File: src/rtl/zia_chk_pkg.sv
// Shared types and constants for the ZIA stimulus source / response checker.
// The LFSR constants apply when ZIA_STIM_LFSR_EN is defined.
package zia_chk_pkg;

    typedef enum logic [2:0] {
        ST_IDLE,
        ST_ALIGN,
        ST_DRIVE,
        ST_PULSE,
        ST_WAIT,
        ST_CHECK,
        ST_DONE
    } chk_state_e;

    localparam int DUT_OUT_W  = 8;
    localparam int ERR_CNT_W  = 16;

    // Each FB's four outputs all follow one feedback bit taken from the other FB.
    localparam int FB1_FB_BIT = 6;
    localparam int FB2_FB_BIT = 1;
    localparam int FB1_LSB    = 0;
    localparam int FB1_MSB    = 3;
    localparam int FB2_LSB    = 4;
    localparam int FB2_MSB    = 7;

    // Galois form of x^32 + x^22 + x^2 + x + 1, shifting right.
    localparam logic [31:0] LFSR_SEED  = 32'hACE1_2345;
    localparam logic [31:0] LFSR_TAPS  = 32'h8020_0003;
    localparam int          LFSR_STEPS = 32;

    function automatic logic [31:0] lfsr_next(input logic [31:0] s);
        return s[0] ? ((s >> 1) ^ LFSR_TAPS) : (s >> 1);
    endfunction

    function automatic logic [ERR_CNT_W-1:0] sat_inc(input logic [ERR_CNT_W-1:0] v);
        return (&v) ? v : v + 1'b1;
    endfunction

endpackage

File: src/rtl/zia_pattern_gen.sv
// Maps a step index to the stim vector: all-ones, walking zero, all-ones and,
// with ZIA_STIM_LFSR_EN defined, a 32-step LFSR phase (every 4th step all-ones).
module zia_pattern_gen
    import zia_chk_pkg::*;
#(
    parameter int NUM_IN = 38,
    parameter int STEP_W = 6
) (
    input  logic              clk,
    input  logic              rst,
    input  logic              seed_i,
    input  logic              load_i,
    input  logic [STEP_W-1:0] step_i,
    output logic [NUM_IN-1:0] stim_o
);

    logic [NUM_IN-1:0] walk_stim;

    always_comb begin
        walk_stim = '1;
        for (int k = 0; k < NUM_IN; k++) begin
            if (step_i == STEP_W'(k + 1)) begin
                walk_stim[k] = 1'b0;
            end
        end
    end

`ifdef ZIA_STIM_LFSR_EN
    localparam logic [STEP_W-1:0] RND_FIRST = STEP_W'(NUM_IN + 2);

    logic [31:0] lfsr_q;
    logic [31:0] lfsr_d;
    logic [1:0]  rnd_phase;
    logic        is_rnd;
    logic        unused_ctrl;

    assign is_rnd      = (step_i >= RND_FIRST);
    assign rnd_phase   = 2'(step_i - RND_FIRST);
    assign unused_ctrl = 1'b0;

    // The register advances on every random-step load, so random step r
    // (counted across passes) presents the state reached after r advances.
    always_comb begin
        lfsr_d = lfsr_q;
        if (seed_i) begin
            lfsr_d = LFSR_SEED;
        end else if (load_i && is_rnd) begin
            lfsr_d = lfsr_next(lfsr_q);
        end
    end

    always_ff @(posedge clk) begin
        if (rst) begin
            lfsr_q <= LFSR_SEED;
        end else begin
            lfsr_q <= lfsr_d;
        end
    end

    always_comb begin
        stim_o = walk_stim;
        if (is_rnd) begin
            stim_o = '1;
            if (rnd_phase != 2'd0) begin
                for (int k = 0; k < NUM_IN; k++) begin
                    stim_o[k] = lfsr_q[k % 32];
                end
            end
        end
    end
`else
    logic unused_ctrl;

    assign unused_ctrl = ^{clk, rst, seed_i, load_i};
    assign stim_o      = walk_stim;
`endif

endmodule

File: config.mk
export PLATFORM = sky130hd
export DESIGN_NAME = zia_pattern_gen
export DESIGN_NICKNAME = d
export VERILOG_FILES = /design/src/rtl/zia_chk_pkg.sv /design/src/rtl/zia_pattern_gen.sv
export SDC_FILE = /design/constraint.sdc
export NUM_CORES = 1
export LEC_CHECK = 0
export BUFFER_PORTS_ARGS = -buffer_cell sky130_fd_sc_hd__buf_2
export CORE_AREA = 2 2 39 41
export DETAILED_ROUTE_END_ITERATION = 12
export DIE_AREA = 0 0 41 43
export GPL_TIMING_DRIVEN = 0
export PLACE_DENSITY = 0.77
export SYNTH_ARGS = -nofsm -noshare
export SYNTH_HDL_FRONTEND = slang
export SYNTH_SLANG_ARGS = --single-unit
export TNS_END_PERCENT = 30
File: constraint.sdc
create_clock -name vclk -period 0.98
set_input_delay 0.245 -clock vclk [all_inputs]
set_output_delay 0.245 -clock vclk [all_outputs]
set_load 0.005 [all_outputs]
==> results of run 1 <==
## power groups by stage
stage / Clock [mW] / Sequential (mW) / Combinational (mW)
2_1_floorplan: 0 / 0 / 0.119
4_1_cts: 0 / 0 / 0.199
5_1_grt: 0 / 0 / 0.220
3_3_place_gp: 0 / 0 / 0.151
3_5_place_dp: 0 / 0 / 0.157
6_report: 0 / 0 / 0.207
## cells in the final DEF, fill, tap and decap left out
cell type	instances
buf_4	2
and4bb_1	3
buf_12	4
nand2_1	38
nor4_4	1
buf_2	38
nor2b_1	1
and4bb_2	1
nor4b_4	4
nor2b_2	1
and4b_2	1
buf_16	2
buf_6	3
and2_2	1
nor2_4	1
## worst max-delay path, delay by kind of cell
family / cells / cell delay, ps
AND/OR/NAND/NOR: 2 / 430
buffers and inverters: 2 / 240
## routing by layer
layer  part of all wire (%)  wire (um)
met1                     41        560
met2                     55        754
met3                    4.4         61
met4                   0.43          6
met5                      0          0
## cell families (layout without fill, tap and decap cells)
family | Yosys count | count (layout) | share of synthesized area [%]
buffers and inverters | 7 | 49 | 14.69
AND/OR/NAND/NOR | 52 | 52 | 85.31
## final timing paths
kind | slack, ps | to | depth (start not counted) | startpoint
worst max-delay path | -190 | stim_o[17] | 4 | step_i[5]
worst min-delay path | 760 | stim_o[2] | 4 | step_i[3]
## layout make-up
type / count / area share, %
well taps: 16 / 2.676
multi-input cells: 52 / 47.32
repair buffers: 43 / 36.79
plain buffers: 6 / 13.21
## cell usage after synthesis, drive strengths merged
library cell	n	area share [%]
buf	6	14
clkbuf	1	0.94
and4b	1	2.5
and2	1	1.6
nor4	1	5.3
nor2	1	0.94
nor4b	4	24
and4bb	4	13
nand2	38	36
nor2b	2	3.1
## what timing repair did
| action | CTS | global route |
|---|---|---|
| resized for setup | 13 | 6 |
| gates cloned | 2 | 0 |
| setup endpoints to repair | 38 | 38 |
| setup buffers | 1 | 0 |
| pin swaps | 22 | 15 |
## per-stage QoR
step	power [mW]	area, sq um
2_1_floorplan	0.1191	417.9
3_3_place_gp	0.1514	638.1
3_5_place_dp	0.1568	638.1
4_1_cts	0.1991	733.2
5_1_grt	0.2199	748.2
6_report	0.2069	748.2
==> impl_metrics.json, run 1 <==
{
  "crit_slowest_cell": "nor4b_4",
  "grt-ovfl-total": 0,
  "tightest_slew_ps": 292.6,
  "rsz0062_at_grt": "true",
  "wirelength_um": 1382,
  "grt_pass1_wl_um": 2070,
  "p_seq_share_pct": 0,
  "finalCriticalPeriod_ps": 1171,
  "wire_per_inst_um": 11.81,
  "cpPeakStageDelay_ps": 340,
  "antenna_cells": 0,
  "gp_congestion": 0.6214,
  "status": "complete, but fails checks",
  "power_frac_clock_pct": 0,
  "violations": "setup timing",
  "grt_pass1_vias": 486,
  "hold_violations": 0,
  "multi_input_area_sq_um": 354.1,
  "top_usage_layer": "met2",
  "use_met3_pct": 1.571,
  "crit_chain": "buf_12, nor4b_4, nand2_1, buf_2",
  "utilization_pct": 54.07,
  "p_leak_nw": 0.2610,
  "drt_iter0_markers": 7,
  "n_sequential_cell": 0,
  "portBuffers": 40,
  "via_count": 579,
  "area_growth_pct": 86.88,
  "hold_path.class": "primary input to output pin",
  "use_met2_pct": 29.06,
  "io_pins": 48,
  "use_met1_pct": 18.67,
  "yosysWarnings": 0,
  "crit_path_start_kind": "primary input",
  "post_drt_via_cell_ratio": 4.949,
  "hold_ws_ps": 761.1,
  "p_comb_share_pct": 100.0,
  "worstPathMaxFanout": 5,
  "die_w_um": 41,
  "ctsHoldBuffers": 0,
  "rows": 14,
  "drive_above_1_share_pct": 58.42,
  "postSynthNetCount": 69,
  "pre_cts_slack_ps": -350.6,
  "setup_ws_ps": -190.6,
  "dieArea_sq_um": 1763,
  "grt.total_usage_pct": 15.68,
  "ys_seq_area_share_pct": 0,
  "tns_ps": -5822,
  "coreArea_sq_um": 1384,
  "ys_types": 11,
  "p_int_mw": 0.1151,
  "avgSynthCellArea_sq_um": 6.786,
  "crit_required_ps": 730,
  "die_h_um": 43,
  "firstDrtPassIters": 4,
  "drtAntennaViolNets": 0,
  "netlist_area_sq_um": 400.4,
  "grt_max_degree": 11,
  "setup_violations": 38,
  "fmax_mhz": 854.3,
  "crit_type": "primary input to output pin",
  "dp.cells": 115,
  "start_util_pct": 28.93,
  "drv_slew": 0,
  "critical_path_arrival_ps": 930,
  "dpl.hpwl_um": 1001,
  "fin_crit_sh_pct": 119.4,
  "nets": 113,
  "nClkBuffers": 0,
  "fill_cells": 125,
  "drc": 0,
  "p_sw_mw": 0.09178,
  "switching_share_pct": 44.37,
  "drv_cap": 0,
  "seqCellArea_sq_um": 0,
  "power.density_nw_per_um2": 276.5,
  "synth_cells": 59,
  "worstSetupEndpointType": "output pin",
  "antenna_found_initial": 0,
  "instances_no_fill": 117,
  "ir_drop_mv": 0.1912,
  "relSlewSlack_pct": 80.41
}
No activity file was read; power rests on OpenSTA's default activity.
==> run 2: changes to the inputs <==
--- a/config.mk
+++ b/config.mk
@@ -10,7 +10,7 @@
 export DETAILED_ROUTE_END_ITERATION = 12
 export DIE_AREA = 0 0 41 43
 export GPL_TIMING_DRIVEN = 0
-export PLACE_DENSITY = 0.77
+export PLACE_DENSITY = 0.75
 export SYNTH_ARGS = -nofsm -noshare
 export SYNTH_HDL_FRONTEND = slang
 export SYNTH_SLANG_ARGS = --single-unit
==> constraint.sdc (replaced) <==
create_clock -name vclk -period 1.2
set_input_delay 0.3 -clock vclk [all_inputs]
set_output_delay 0.3 -clock vclk [all_outputs]
set_load 0.005 [all_outputs]
==> impl_metrics.json, run 2 (synthesized netlist as in run 1, its figures left out) <==
{
  "status": "complete, but fails checks",
  "violations": "setup timing",
  "p_leak_nw": 0.2762,
  "post_drt_via_cell_ratio": 4.627,
  "antenna_cells": 0,
  "setup_violations": 31,
  "seqCellArea_sq_um": 0,
  "endpoint": "stim_o[5]",
  "mostFrequentLayoutCells": "nand2_1, buf_2, buf_12, nor4b_4, buf_16",
  "rows": 14,
  "crit_family": "simple AND/OR/NAND/NOR gates",
  "io_pins": 48,
  "critical_path_arrival_ps": 970,
  "instances_no_fill": 118,
  "rsz0062_at_grt": "true",
  "ir_drop_mv": 0.1042,
  "die_w_um": 41,
  "worstSetupEndpointType": "output pin",
  "fin_crit_sh_pct": 105.8,
  "dp.cells": 115,
  "n_sequential_cell": 0,
  "firstDrtPassIters": 4,
  "nets": 114,
  "drt_iter0_markers": 1,
  "wirelength_um": 1407,
  "crit_chain": "buf_12, nor4b_4, nand2_1, buf_2",
  "drive_above_1_share_pct": 59.80,
  "gp_congestion": 0.6628,
  "crit_slowest_cell": "nor4b_4",
  "grt-ovfl-total": 0,
  "power.density_nw_per_um2": 230.7,
  "hold_path.class": "primary input to output pin",
  "fill_cells": 129,
  "nClkBuffers": 0,
  "antenna_found_initial": 0,
  "relSlewSlack_pct": 81.13,
  "grt_max_degree": 11,
  "critPathBufInv": 2,
  "dpl.hpwl_um": 926.9,
  "tightest_slew_ps": 281.9,
  "drv_slew": 0,
  "dieArea_sq_um": 1763,
  "crit_required_ps": 900,
  "finalCriticalPeriod_ps": 1269,
  "grt_pass1_vias": 448,
  "crit_path_start": "step_i[5]",
  "crit_type": "primary input to output pin",
  "area_growth_pct": 96.87,
  "grt_pass1_wl_um": 2021,
  "cts_setup_buffers": 0,
  "drv_cap": 0,
  "worstPathMaxFanout": 5,
  "coreArea_sq_um": 1384,
  "start_util_pct": 28.93,
  "hold_violations": 0,
  "drc": 0,
  "drtAntennaViolNets": 0,
  "setup_ws_ps": -69.31,
  "wire_per_inst_um": 11.92,
  "grt.total_usage_pct": 15.58,
  "ctsHoldBuffers": 0,
  "die_h_um": 43,
  "via_count": 546,
  "tns_ps": -1248,
  "crit_path_start_kind": "primary input",
  "portBuffers": 40,
  "fmax_mhz": 787.8,
  "cpPeakStageDelay_ps": 330,
  "crit_cells": 4
}
run 2: routing by layer:
layer	wire, um	track usage (%)	part of all wire, %	up-vias
li1	-	-	-	281
met1	626	19.62	44	231
met2	665	28.44	47	34
met3	115	1.571	8.2	0
met4	0	0	0	0
met5	0	0	0	-
run 2: cell type report:
cell class / instances / area [sq um] / area share [%]
repair buffers: 44 / 315.3 / 40.00
well taps: 16 / 20.02 / 2.540
plain buffers: 6 / 98.84 / 12.54
multi-input cells: 52 / 354.1 / 44.92
run 2: stage by stage:
stage               utilization, %  hold WS [ps]  setup WS [ps]  cell area [sq um]  power [mW]
floorplan                        -         763.4          57.78              400.4     0.09076
detailed placement           44.85         935.3         -274.3              620.6      0.1219
global placement             44.85         935.4         -273.1              620.6      0.1198
CTS                          56.42         862.2         -75.70              780.7      0.1796
global route                 56.96         890.8         -117.8              788.3      0.1938
finish                       56.96         872.7         -69.31              788.3      0.1818
run 2: worst min-delay path by stage:
stage	cells past startpoint	startpoint	endpoint	slack, ps
floorplan	2	step_i[0]	stim_o[15]	760
global placement	4	step_i[2]	stim_o[2]	940
detailed placement	4	step_i[2]	stim_o[1]	940
CTS	4	step_i[3]	stim_o[1]	860
global route	4	step_i[2]	stim_o[1]	890
finish	4	step_i[5]	stim_o[18]	870
run 2: timing repair:
action | CTS | global route
endpoints found under the setup margin | 38 | 38
gates resized for setup | 19 | 5
cloned | 4 | 0
pin swaps | 21 | 18
run 2: power breakdown:
group          total (mW)  internal [mW]  switching, mW
clock network           0              0              0
logic               0.182          0.108         0.0737
registers               0              0              0
total               0.182          0.108         0.0737
==> run 3: changes to the inputs <==
--- a/config.mk
+++ b/config.mk
@@ -6,11 +6,14 @@
 export NUM_CORES = 1
 export LEC_CHECK = 0
 export BUFFER_PORTS_ARGS = -buffer_cell sky130_fd_sc_hd__buf_2
-export CORE_AREA = 2 2 39 41
+export CELL_PAD_IN_SITES_DETAIL_PLACEMENT = 0
+export CELL_PAD_IN_SITES_GLOBAL_PLACEMENT = 1
+export CORE_MARGIN = 1
+export CORE_UTILIZATION = 21
 export DETAILED_ROUTE_END_ITERATION = 12
-export DIE_AREA = 0 0 41 43
 export GPL_TIMING_DRIVEN = 0
-export PLACE_DENSITY = 0.75
+export PLACE_DENSITY_LB_ADDON = 0.1
+export REMOVE_ABC_BUFFERS = 1
 export SYNTH_ARGS = -nofsm -noshare
 export SYNTH_HDL_FRONTEND = slang
 export SYNTH_SLANG_ARGS = --single-unit
==> impl_metrics.json, run 3 (synthesized netlist as in run 1, its figures left out) <==
{
  "status": "complete, but fails checks",
  "violations": "setup timing",
  "dieArea_sq_um": 2085,
  "gp_congestion": 0.6221,
  "start_util_pct": 22.70,
  "firstDrtPassIters": 4,
  "power.density_nw_per_um2": 232.7,
  "rsz0062_at_grt": "true",
  "setup_ws_ps": -65.02,
  "antenna_cells": 0,
  "nClkBuffers": 0,
  "p_sw_mw": 0.08172,
  "crit_cells": 4,
  "wire_per_inst_um": 12.33,
  "grt.total_usage_pct": 14.59,
  "seqCellArea_sq_um": 0,
  "io_pins": 48,
  "fmax_mhz": 790.5,
  "crit_slowest_cell": "nor4b_4",
  "hold_depth": 4,
  "crit_path_start_kind": "primary input",
  "hold_path.class": "primary input to output pin",
  "worstSetupEndpointType": "output pin",
  "via_count": 557,
  "p_int_mw": 0.1041,
  "cpPeakStageDelay_ps": 330,
  "tightest_slew_ps": 281.0,
  "n_sequential_cell": 0,
  "drive_above_1_share_pct": 58.42,
  "dpl.hpwl_um": 929.1,
  "rows": 15,
  "power_mw": 0.1858,
  "cts_setup_buffers": 0,
  "grt_pass1_wl_um": 2214,
  "mostFrequentLayoutCells": "nand2_1, buf_2",
  "instances_no_fill": 126,
  "p_leak_nw": 0.2840,
  "coreArea_sq_um": 1764,
  "post_drt_via_cell_ratio": 4.421,
  "crit_chain": "buf_12, nor4b_4, nand2_1, buf_2",
  "ir_drop_mv": 0.1295,
  "crit_family": "simple AND/OR/NAND/NOR gates",
  "wirelength_um": 1554,
  "critPathBufInv": 2,
  "drtAntennaViolNets": 0,
  "finalInstanceArea_sq_um": 798.3,
  "crit_required_ps": 900,
  "dp.cells": 121,
  "drv_slew": 0,
  "grt_max_degree": 11,
  "power_frac_clock_pct": 0,
  "tns_ps": -1216,
  "place_area_sq_um": 593.1,
  "portBuffers": 44,
  "setup_violations": 32,
  "worstPathMaxFanout": 5,
  "drc": 0,
  "fin_crit_sh_pct": 105.4,
  "die_h_um": 45.67,
  "nets": 113,
  "die_w_um": 45.67,
  "p_comb_share_pct": 100.0,
  "antenna_found_initial": 0,
  "crit_type": "primary input to output pin",
  "relSlewSlack_pct": 81.19,
  "fill_cells": 196,
  "finalCriticalPeriod_ps": 1265,
  "switching_share_pct": 43.99,
  "ctsHoldBuffers": 0,
  "area_growth_pct": 99.38,
  "p_seq_share_pct": 0,
  "drt_iter0_markers": 8,
  "grt_pass1_vias": 434,
  "grt-ovfl-total": 0,
  "hold_violations": 0,
  "drv_cap": 0,
  "critical_path_arrival_ps": 970
}
-- run 3: cell count changes in the layout (fill, tap and decap cells not counted), sizes merged --
cell / delta
buf: -3
nor2b: +2
-- run 3: power groups by stage --
stage	combinational, mW	sequential, mW	clock [mW]
floorplan	0.0494	0	0
global placement	0.109	0	0
detailed placement	0.111	0	0
CTS	0.185	0	0
global route	0.198	0	0
finish	0.186	0	0
-- run 3: layout make-up --
cell class | count | area (sq um) | area share [%]
Tap cell | 25 | 31.28 | 3.918
Timing Repair Buffer | 47 | 371.6 | 46.55
Multi-Input combinational cell | 54 | 395.4 | 49.53
-- run 3: worst min-delay path, delay by kind of cell --
kind                   cells  cell delay (ps)
buffers and inverters      2              190
and+or+nand+nor            2               90
-- run 3: per-layer routing --
layer	track usage, %	up-vias	wire length [um]
met2	25.71	31	722
met5	0	-	0
li1	-	280	-
met4	0	0	0
met1	20.24	246	732
met3	1.190	0	99
-- run 3: path summary, 6_finish.rpt --
path | start | to | slack, ps
max | step_i[2] | stim_o[33] | -70
min | step_i[2] | stim_o[1] | 880
-- run 3: timing repair --
action / in CTS / in global routing
endpoints found under the setup margin: 38 / 38
pin swaps: 28 / 13
resized for setup: 31 / 2
cloned: 5 / 0
-- run 3: metrics by stage --
stage / utilization [%] / setup WS [ps] / hold WS (ps)
CTS: 44.96 / -68.56 / 864.6
detailed placement: 33.62 / -418.9 / 1041
floorplan: - / 96.14 / 675.1
finish: 45.25 / -65.02 / 878.4
global route: 45.25 / -133.8 / 892.7
global placement: 33.62 / -382.7 / 1032
